$ cat src/rtl/muldiv_pkg.sv
// muldiv_pkg: RV32M funct3 encodings, FSM states and operand-signedness predicates.
package muldiv_pkg;

    typedef enum logic [2:0] {
        MD_MUL, MD_MULH, MD_MULHSU, MD_MULHU, MD_DIV, MD_DIVU, MD_REM, MD_REMU
    } op_e;

    typedef enum logic [1:0] {S_IDLE, S_BUSY, S_DONE} state_e;

    function automatic logic is_div(input logic [2:0] op);
        return op[2];
    endfunction

    function automatic logic is_signed_a(input logic [2:0] op);
        return op == MD_MUL || op == MD_MULH || op == MD_MULHSU || op == MD_DIV || op == MD_REM;
    endfunction

    function automatic logic is_signed_b(input logic [2:0] op);
        return op == MD_MUL || op == MD_MULH || op == MD_DIV || op == MD_REM;
    endfunction

endpackage

$ cat src/rtl/muldiv_unit_core.sv
// muldiv_iter_core: XLEN-step shift-add / restoring-divide datapath on a 2*XLEN accumulator.
// MULDIV_FAST_MUL_EN: multiplies load the full product at start and hold it for the one BUSY step.
module muldiv_iter_core #(
    parameter int XLEN = 32,
    parameter int CW   = $clog2(XLEN)
) (
    input  logic              clk,
    input  logic              rst_n,
    input  logic              start,
    input  logic              step,
    input  logic              div,
    input  logic [XLEN-1:0]   a,
    input  logic [XLEN-1:0]   b,
    output logic [2*XLEN-1:0] acc_next,
    output logic              last
);

    logic [2*XLEN-1:0] acc, acc_ld, mstep, dstep;
    logic [XLEN-1:0]   b_r;
    logic [XLEN:0]     mul_sum, rem_sh, diff;
    logic [CW-1:0]     cnt, cnt_ld;
    logic              div_r, fast;

    // Multiply: hi += b when multiplier lsb set, then shift right. Divide: shift left, trial subtract.
    assign mul_sum  = {1'b0, acc[2*XLEN-1:XLEN]} + (acc[0] ? {1'b0, b_r} : '0);
    assign mstep    = {mul_sum, acc[XLEN-1:1]};
    assign rem_sh   = {acc[2*XLEN-1:XLEN], acc[XLEN-1]};
    assign diff     = rem_sh - {1'b0, b_r};
    assign dstep    = {diff[XLEN] ? rem_sh[XLEN-1:0] : diff[XLEN-1:0], acc[XLEN-2:0], ~diff[XLEN]};
    assign acc_next = fast ? acc : div_r ? dstep : mstep;
    assign last     = cnt == '0;

`ifdef MULDIV_FAST_MUL_EN
    assign fast   = !div_r;
    assign acc_ld = div ? {{XLEN{1'b0}}, a} : {{XLEN{1'b0}}, a} * {{XLEN{1'b0}}, b};
    assign cnt_ld = div ? CW'(XLEN - 1) : '0;
`else
    assign fast   = 1'b0;
    assign acc_ld = {{XLEN{1'b0}}, a};
    assign cnt_ld = CW'(XLEN - 1);
`endif

    always_ff @(posedge clk) begin
        if (!rst_n) begin
            acc   <= '0;
            b_r   <= '0;
            div_r <= 1'b0;
            cnt   <= '0;
        end else if (start) begin
            acc   <= acc_ld;
            b_r   <= b;
            div_r <= div;
            cnt   <= cnt_ld;
        end else if (step) begin
            acc   <= acc_next;
            cnt   <= last ? cnt : cnt - 1'b1;
        end
    end

endmodule

$ cat src/rtl/muldiv_unit.sv
// muldiv_unit: RV32M multi-cycle multiply/divide with valid/ready handshake and tag pass-through.
// MULDIV_FAST_MUL_EN selects a single-cycle registered multiplier for MUL* (divide unchanged).
module muldiv_unit
    import muldiv_pkg::*;
#(
    parameter int XLEN  = 32,
    parameter int TAG_W = 5
) (
    input  logic             clk,
    input  logic             rst_n,
    input  logic             flush,
    input  logic             in_valid,
    output logic             in_ready,
    input  logic [2:0]       in_op,
    input  logic [XLEN-1:0]  in_a,
    input  logic [XLEN-1:0]  in_b,
    input  logic [TAG_W-1:0] in_tag,
    output logic             out_valid,
    input  logic             out_ready,
    output logic [XLEN-1:0]  out_result,
    output logic [TAG_W-1:0] out_tag
);

    localparam logic [XLEN-1:0] MIN_INT = {1'b1, {(XLEN-1){1'b0}}};

    state_e            state, state_nx;
    op_e               op_r;
    logic              neg_r, accept, sa, sb, b_zero, ovf, special, last;
    logic [XLEN-1:0]   a_mag, b_mag, sp_val, div_sel, fix;
    logic [2*XLEN-1:0] acc_next, prod_s;

    assign in_ready  = rst_n && !flush && state == S_IDLE;
    assign out_valid = state == S_DONE;
    assign accept    = in_valid && in_ready;
    assign sa        = is_signed_a(in_op) && in_a[XLEN-1];
    assign sb        = is_signed_b(in_op) && in_b[XLEN-1];
    assign a_mag     = sa ? -in_a : in_a;
    assign b_mag     = sb ? -in_b : in_b;
    assign b_zero    = in_b == '0;
    assign ovf       = (in_op == MD_DIV || in_op == MD_REM) && in_a == MIN_INT && &in_b;
    assign special   = is_div(in_op) && (b_zero || ovf);
    // in_op[1] separates REM* from DIV*; the overflow quotient MIN_INT equals in_a
    assign sp_val    = b_zero ? (in_op[1] ? in_a : '1) : (in_op[1] ? '0 : in_a);
    assign prod_s    = neg_r ? -acc_next : acc_next;
    assign div_sel   = op_r[1] ? acc_next[2*XLEN-1:XLEN] : acc_next[XLEN-1:0];
    assign fix       = is_div(op_r) ? (neg_r ? -div_sel : div_sel)
                     : op_r == MD_MUL ? prod_s[XLEN-1:0] : prod_s[2*XLEN-1:XLEN];

    muldiv_iter_core #(.XLEN(XLEN)) u_core (
        .clk      (clk),
        .rst_n    (rst_n),
        .start    (accept && !special),
        .step     (state == S_BUSY),
        .div      (is_div(in_op)),
        .a        (a_mag),
        .b        (b_mag),
        .acc_next (acc_next),
        .last     (last)
    );

    always_ff @(posedge clk) begin
        if (!rst_n) state <= S_IDLE;
        else        state <= state_nx;
    end

    always_comb begin
        state_nx = state;
        case (state)
            S_IDLE:  state_nx = accept ? (special ? S_DONE : S_BUSY) : S_IDLE;
            S_BUSY:  state_nx = last ? S_DONE : S_BUSY;
            S_DONE:  state_nx = out_ready ? S_IDLE : S_DONE;
            default: state_nx = S_IDLE;
        endcase
        if (flush) state_nx = S_IDLE;
    end

    always_ff @(posedge clk) begin
        if (!rst_n) begin
            out_result <= '0;
            out_tag    <= '0;
            op_r       <= MD_MUL;
            neg_r      <= 1'b0;
        end else if (!flush) begin
            if (accept) begin
                out_tag <= in_tag;
                op_r    <= op_e'(in_op);
                neg_r   <= (is_div(in_op) && in_op[1]) ? sa : sa ^ sb;
                if (special) out_result <= sp_val;
            end else if (state == S_BUSY && last) begin
                out_result <= fix;
            end
        end
    end

endmodule

$ cat config.mk
export PLATFORM = sky130hd
export DESIGN_NAME = muldiv_unit
export DESIGN_NICKNAME = d
export VERILOG_FILES = /design/src/rtl/muldiv_pkg.sv /design/src/rtl/muldiv_unit_core.sv /design/src/rtl/muldiv_unit.sv
export SDC_FILE = /design/constraint.sdc
export NUM_CORES = 1
export LEC_CHECK = 0
export ABC_AREA = 1
export BUFFER_PORTS_ARGS = -buffer_cell sky130_fd_sc_hd__buf_4
export CAP_MARGIN = 0
export CORE_ASPECT_RATIO = 0.7
export CORE_MARGIN = 2
export CORE_UTILIZATION = 30
export CTS_CLUSTER_DIAMETER = 40
export DETAILED_ROUTE_END_ITERATION = 16
export GPL_ROUTABILITY_DRIVEN = 0
export MAX_ROUTING_LAYER = met4
export PLACE_DENSITY = 0.55
export SYNTH_ARGS = -nofsm -noshare
export SYNTH_HDL_FRONTEND = slang
export SYNTH_HIERARCHICAL = 1
export SYNTH_SLANG_ARGS = --single-unit
$ cat constraint.sdc
create_clock -name clk -period 5 [get_ports clk]
set_input_delay 0.5 -clock clk [delete_from_list [all_inputs] [get_ports clk]]
set_output_delay 0.5 -clock clk [all_outputs]
set_load 0.02 [all_outputs]
* Word-level counts from Yosys, hierarchy flattened *
Index checks and enable logic that the tools add are counted.

cells by class
  reductions and logical operators = 34
  muxes and demuxes = 27
  $add $sub $neg = 7
  bitwise operators = 4
  eq/ne operators = 9

operators with widths
  operator                                                                count
  32-bit two-way mux                                                      16
  64-bit two-way mux                                                      2
  32-bit negation                                                         3
  64-bit negation                                                         1
  32-bit by 32-bit adder with 33-bit output                               1
  33-bit by 32-bit subtractor with 33-bit output                          1
  32-bit equality test (second input constant)                            1
  32-bit zero test                                                        1
  32-bit AND reduction                                                    1
  5-bit two-way mux                                                       3
  1-bit logical AND                                                       11
  1-bit logical OR                                                        8
  2-bit two-way mux                                                       4
  3-bit equality test (second input constant)                             2
  3-bit zero test                                                         2
  2-bit one-hot mux with 3 select lines                                   1
  5-bit zero test                                                         1
  5-bit by 1-bit subtractor with 5-bit output (second input constant)     1
  2-bit by 1-bit != test with 1-bit output (second input constant)        2
  2-bit AND reduction                                                     2
  2-bit nonzero test                                                      2
  2-bit OR reduction                                                      2
  3-bit by 1-bit equality test with 1-bit output (second input constant)  1
  3-bit by 2-bit equality test with 1-bit output (second input constant)  1
  8 further kinds                                                         11

word-level totals
  register bits = 145
  word-level logic and storage cells = 91
  output and inout port bits = 39
  input bits = 77

* Logic depth before layout (Yosys ltp) *
  word-level depth = 10
  depth in mapped cells = 34
  mapped depth without buffers = 33

* Modules after synthesis *
The synthesis kept the hierarchy.

by module, submodules not included
  module            sequential area each (um^2)  cells each  area each (um^2)  instances
  muldiv_iter_core  2,042.0                      1,778       10,143.5          1
  muldiv_unit       860.8                        1,761       8,843.5           1

* Worst setup path after synthesis *
Ideal clock, no wire load.

  path type = register to register
  start = register u_core.acc[31]
  end = register out_result[22]
  period minus slack after synthesis = 3,437 ps
  data arrival time = 3,329 ps
  path buffers = 1
  setup time = 109 ps
  cell stages (with the launch flop) = 34
  data required time = 4,891 ps
  setup slack = 1,563 ps
  cells stage by stage = dfxtp_1 > inv_1 > ha_1 > fa_1 > inv_1 > nand2_1 > nand2_1 > nand3_1 > nand2_2 > nand2_2 > nand2_2 > nand2_2 > nand2_2 > nand2_1 > nand2_4 > buf_12 > nand2_1 > nand3_2 > nand2_1 > inv_1 > nand2_1 > o21ai_2 > ha_1 > nand3_2 > nor2_1 > nand3_1 > nand2_1 > nand2_1 > nand2_1 > nand3_1 > nand3_1 > nand3_1 > nand2_1 > inv_1

between the ends
  cells in the longest elaborated chain, start to end = 9
  elaborated cells on any way between the ends = 13
  those cells by class = add/sub: 3; mux: 9; bitwise: 1

ends and longest elaborated chain
  what                                                          RTL line                              source
  from (decl)                                                   muldiv_unit_core.sv:18                logic [2*XLEN-1:0] acc, acc_ld, mstep, dstep;
  from (signal assigned)                                        muldiv_unit_core.sv:50                acc <= acc_ld;
  from (signal assigned)                                        muldiv_unit_core.sv:55                acc <= acc_next;
  33-bit by 32-bit subtractor with 33-bit output                muldiv_unit_core.sv:28                assign diff = rem_sh - {1'b0, b_r};
  32-bit two-way mux (*)                                        muldiv_unit_core.sv:29                assign dstep = {diff[XLEN] ? rem_sh[XLEN-1:0] : diff[XLEN-1:0], acc[XLEN-2:0], ~diff[XLEN]};
  64-bit two-way mux (*)                                        muldiv_unit_core.sv:30                assign acc_next = fast ? acc : div_r ? dstep : mstep;
  via acc_next[32]                                              muldiv_unit.sv:30                     logic [2*XLEN-1:0] acc_next, prod_s;
  64-bit negation / 32-bit two-way mux (equally long branches)  muldiv_unit.sv:44, muldiv_unit.sv:45
  64-bit two-way mux / 32-bit negation (equally long branches)  muldiv_unit.sv:44, muldiv_unit.sv:46
  32-bit two-way mux (on tied branches)                         muldiv_unit.sv:47, muldiv_unit.sv:46
  32-bit two-way mux (*)                                        muldiv_unit.sv:46                     assign fix = is_div(op_r) ? (neg_r ? -div_sel : div_sel)
  32-bit two-way mux (*)                                        muldiv_unit.sv:89                     end else if (state == S_BUSY && last) begin
  32-bit two-way mux (*)                                        muldiv_unit.sv:84                     if (accept) begin
  to (signal assigned)                                          muldiv_unit.sv:88                     if (special) out_result <= sp_val;
  to (signal assigned)                                          muldiv_unit.sv:90                     out_result <= fix;
  to (decl)                                                     muldiv_unit.sv:20                     output logic [XLEN-1:0] out_result,

The timed path passes the listed nets; every way through them passes the cells marked *. The select of a mux whose other input is x is not followed.
A chain may end at the register's enable or synchronous reset.

* Final worst setup path *
  start = register u_core.acc[31]
  end = register out_result[0]

between the ends
  cells in the longest elaborated chain, start to end = 9
  elaborated cells on any way between the ends = 13
  those cells by class = add/sub: 3; mux: 9; bitwise: 1

ends and longest elaborated chain
  what                                                          RTL line
  33-bit by 32-bit subtractor with 33-bit output (*)            muldiv_unit_core.sv:28
  1-bit inverter (*)                                            muldiv_unit_core.sv:29
  64-bit two-way mux (*)                                        muldiv_unit_core.sv:30
  via acc_next[0]                                               muldiv_unit.sv:30
  64-bit negation / 32-bit two-way mux (equally long branches)  muldiv_unit.sv:44, muldiv_unit.sv:45
  64-bit two-way mux / 32-bit negation (equally long branches)  muldiv_unit.sv:44, muldiv_unit.sv:46
  32-bit two-way mux (on tied branches)                         muldiv_unit.sv:47, muldiv_unit.sv:46
  32-bit two-way mux (*)                                        muldiv_unit.sv:46
  32-bit two-way mux (*)                                        muldiv_unit.sv:89
  32-bit two-way mux (*)                                        muldiv_unit.sv:84

Marks and branches as above.

==> run_results.csv <==
group,metric,value,unit
logic_synthesis,yosysTopAreaCellShare,23.7,%
clock_network,root_buffer,"clkbuf_16",
run_status,status,"finished clean",
global_routing,overflow,0,
logic_synthesis,synth_top_area_cell,"nand2_1",
detailed_routing,drt_iter0_drc,3291,
logic_synthesis,synth-seq-cells,145,
setup_path,cp_max_fo,22,
global_routing,grt_pass1_wl,127000,µm
cells_and_area,syn2layout_area_growth,11.7,%
cells_and_area,layout.cells.non_filler,4447,
clock_network,clk_latency,0.51,ns
cells_and_area,num-nets-final,3755,
hold_path,hold_path.class,"in -> reg",
detailed_routing,drtPass1Iterations,7,
logic_synthesis,synth_area_leaders,"nand2_1 (24%), dfxtp_1 (15%), inv_1 (9.7%)",
timing,fin_tns_setup,0,ns
place,dp.cells,4415,
logic_synthesis,synth_edf_count,0,
power_and_ir_drop,power_leakage,11.1,nW
clock_network,clockBufferDepth,2,
setup_path,cp-end-kind,"flop",
global_routing,track_usage,26.0,%
setup_path,path_class,"reg -> reg",
detailed_routing,viasPerCell,5.21,
setup_path,cp.arrival,5.09,ns
cells_and_area,fin_area,21200,µm²
detailed_routing,wl,83800,µm
die,core,62900,µm²
global_routing,grt_max_degree,70,
clock_network,numCtsBuffers,17,
clock_network,cts_tree,"done",
logic_synthesis,syn_area_per_cell,5.37,µm²
detailed_routing,drc,0,
cells_and_area,diodes,0,
die,initial_core_util,30.2,%
timing,tightest_slew,1.38,ns
clock_network,clk_pin_slew,0.07,ns
logic_synthesis,synthesis.area,19000,µm²
timing,drv_slew,0,
detailed_routing,drtAntennaViolNets,0,
clock_network,cts.sink_count,145,
timing,period_share,93.9,%
power_and_ir_drop,irDropWorstVdd,279,µV
timing,fmax,213,MHz
timing,rsz0062_at_grt,"false",
timing,setup_viol,0,
setup_path,start_kind,"flop",
logic_synthesis,synthArstFlopShare,0,%
die,ioPinCount,116,
clock_network,cts_hold_buffers,0,
setup_path,critical_path_required,5.40,ns
timing,fin_crit,4.70,ns
clock_network,cts_resized,0,
flow_run,maxCapViolCount,0,
die,fp.dieW,305,µm
place,dpl-instance-area,20600,µm²
die,rows,77,
timing,maxSlewHeadroom,7.23,%
place,hpwl,67900,µm
power_and_ir_drop,cellPowerDensity,232,nW/µm²
timing,clock_skew,0.0200,ns
die,dieArea,65300,µm²
timing,finalHoldViolCount,0,
clock_network,htreeDepth,4,
logic_synthesis,netlist_instances,3539,
die,dieHeight,214,µm
clock_network,postCtsSetupBuffers,0,
cells_and_area,drive_gt1_share,9.92,%
logic_synthesis,yosysSeqAreaShare,15.3,%
detailed_routing,wl_per_cell,18.9,µm
logic_synthesis,yosysWarnings,6,
logic_synthesis,synth.distinct_cells,55,
logic_synthesis,syn_nets,3689,
logic_synthesis,ys.flop_type,"dfxtp_1",
detailed_routing,via_count,23148,
global_routing,grt_antenna_before_repair,0,
place,io_buffers,115,
global_routing,grt_pass1_vias,20694,
logic make-up after synthesis:
family	share of synthesized area [%]
and+or+nand+nor	47.4
adders and majority gates	4.89
xor gates and xnor gates	4.20
AOI/OAI and AO/OA	14.5
buffers and inverters	13.8
DFF	15.3
per-layer routing:
| layer | global-route usage (%) | part of all wire, % | vias up |
|---|---|---|---|
| met2 | 33.0 | 37 | 1236 |
| met1 | 39.1 | 49 | 10459 |
| met5 | - | 0 | - |
| met3 | 6.71 | 12 | 117 |
| met4 | 7.08 | 2.4 | 0 |
| li1 | - | - | 11336 |
final timing paths:
path / from / end / slack, ns / cells after the start
min reg2reg: out_tag[1]$_SDFFE_PN0P_ / out_tag[1]$_SDFFE_PN0P_ / 0.47 / 2
max: u_core/acc[31]$_SDFFE_PN0P_ / out_result[0]$_SDFFE_PN0P_ / 0.30 / 27
max reg2reg: u_core/acc[31]$_SDFFE_PN0P_ / out_result[0]$_SDFFE_PN0P_ / 0.30 / 27
min: in_tag[0] / out_tag[0]$_SDFFE_PN0P_ / 0.25 / 3
flip-flops by register name, indices dropped and copies added (netlist names):
name,count
out_result,32
state,2
u_core/acc,64
u_core/b_r,32
out_tag,5
neg_r,1
u_core/cnt,5
op_r,3
u_core/div_r,1
synthesized netlist by cell type, drive strengths merged (6+ instances only):
library cell  number
nand2           1253
inv              510
nor2             416
nand3            325
a21oi            219
o21ai            191
dfxtp            145
ha                71
clkbuf            62
buf               59
xor2              58
nand4             43
a31oi             40
xnor2             33
nor3              21
o211ai            20
nand3b            14
o21bai            14
a21o               7
nor4               7
and2               6
layout by cell type, fill, tap and decap left out, types with 6 or more instances in the layout:
cell / instances
nand2_1: 1200
inv_1: 490
nor2_1: 389
nand3_1: 290
a21oi_1: 217
o21ai_0: 173
buf_4: 168
dfxtp_1: 142
ha_1: 71
xor2_1: 58
nand2_2: 50
nand4_1: 42
a31oi_1: 40
nand3_2: 35
xnor2_1: 33
o211ai_1: 20
inv_2: 19
nor2_2: 17
clkbuf_16: 17
nor3_1: 15
nand3b_1: 14
o21bai_1: 14
o21ai_1: 12
nor2_4: 10
a21o_1: 7
nor4_1: 6
o21ai_2: 6
and2_1: 6
critical path, cell delays in order, from the launching register on:
cell and delay [ns]:
dfxtp_1 0.33, inv_1 0.08, ha_1 0.25, fa_1 0.45
inv_1 0.11, nand2_1 0.07, nand2_1 0.07, nand3_1 0.07
nand2_2 0.14, nand2_2 0.06, nand2_2 0.08, nand2_2 0.07
nand3_1 0.11, nand2_4 0.25, nand2_2 0.24, nand2_1 0.16
inv_2 0.11, ha_1 0.20, nand3_2 0.15, nor2_4 0.25
nand3_1 0.18, a21oi_1 0.37, xor2_1 0.35, nand2_1 0.09
nand3_1 0.11, nand2_1 0.06, nor2_1 0.10, nor2_1 0.06
power breakdown:
group	internal (mW)	switching [mW]	leakage, nW	total [mW]
sequential	1.20	0.0490	1.18	1.25
combinational	0.656	1.56	9.64	2.22
clock	0.796	0.648	0.296	1.44
total	2.65	2.26	11.1	4.91
through the flow:
step	hold slack (ns)	power (mW)	setup slack (ns)	utilization (%)
final	0.245	4.91	0.303	33.7
after global routing	0.244	5.19	0.0138	33.7
after CTS	0.228	4.86	0.443	33.7
after detailed placement	0.459	3.41	0.479	32.8
after global placement	0.457	3.42	0.544	32.8
after floorplan	0.445	2.76	1.56	-
area by class of cell:
cell class	instances	area (µm²)
clock buffers	19	433
clock inverters	13	178
fillers	7214	41700
inverters	513	1930
multi-input cells	2760	13500
flip-flops and latches	145	2910
well taps	829	1040
repair buffers	168	1260
(Power assumes the default switching activity.)
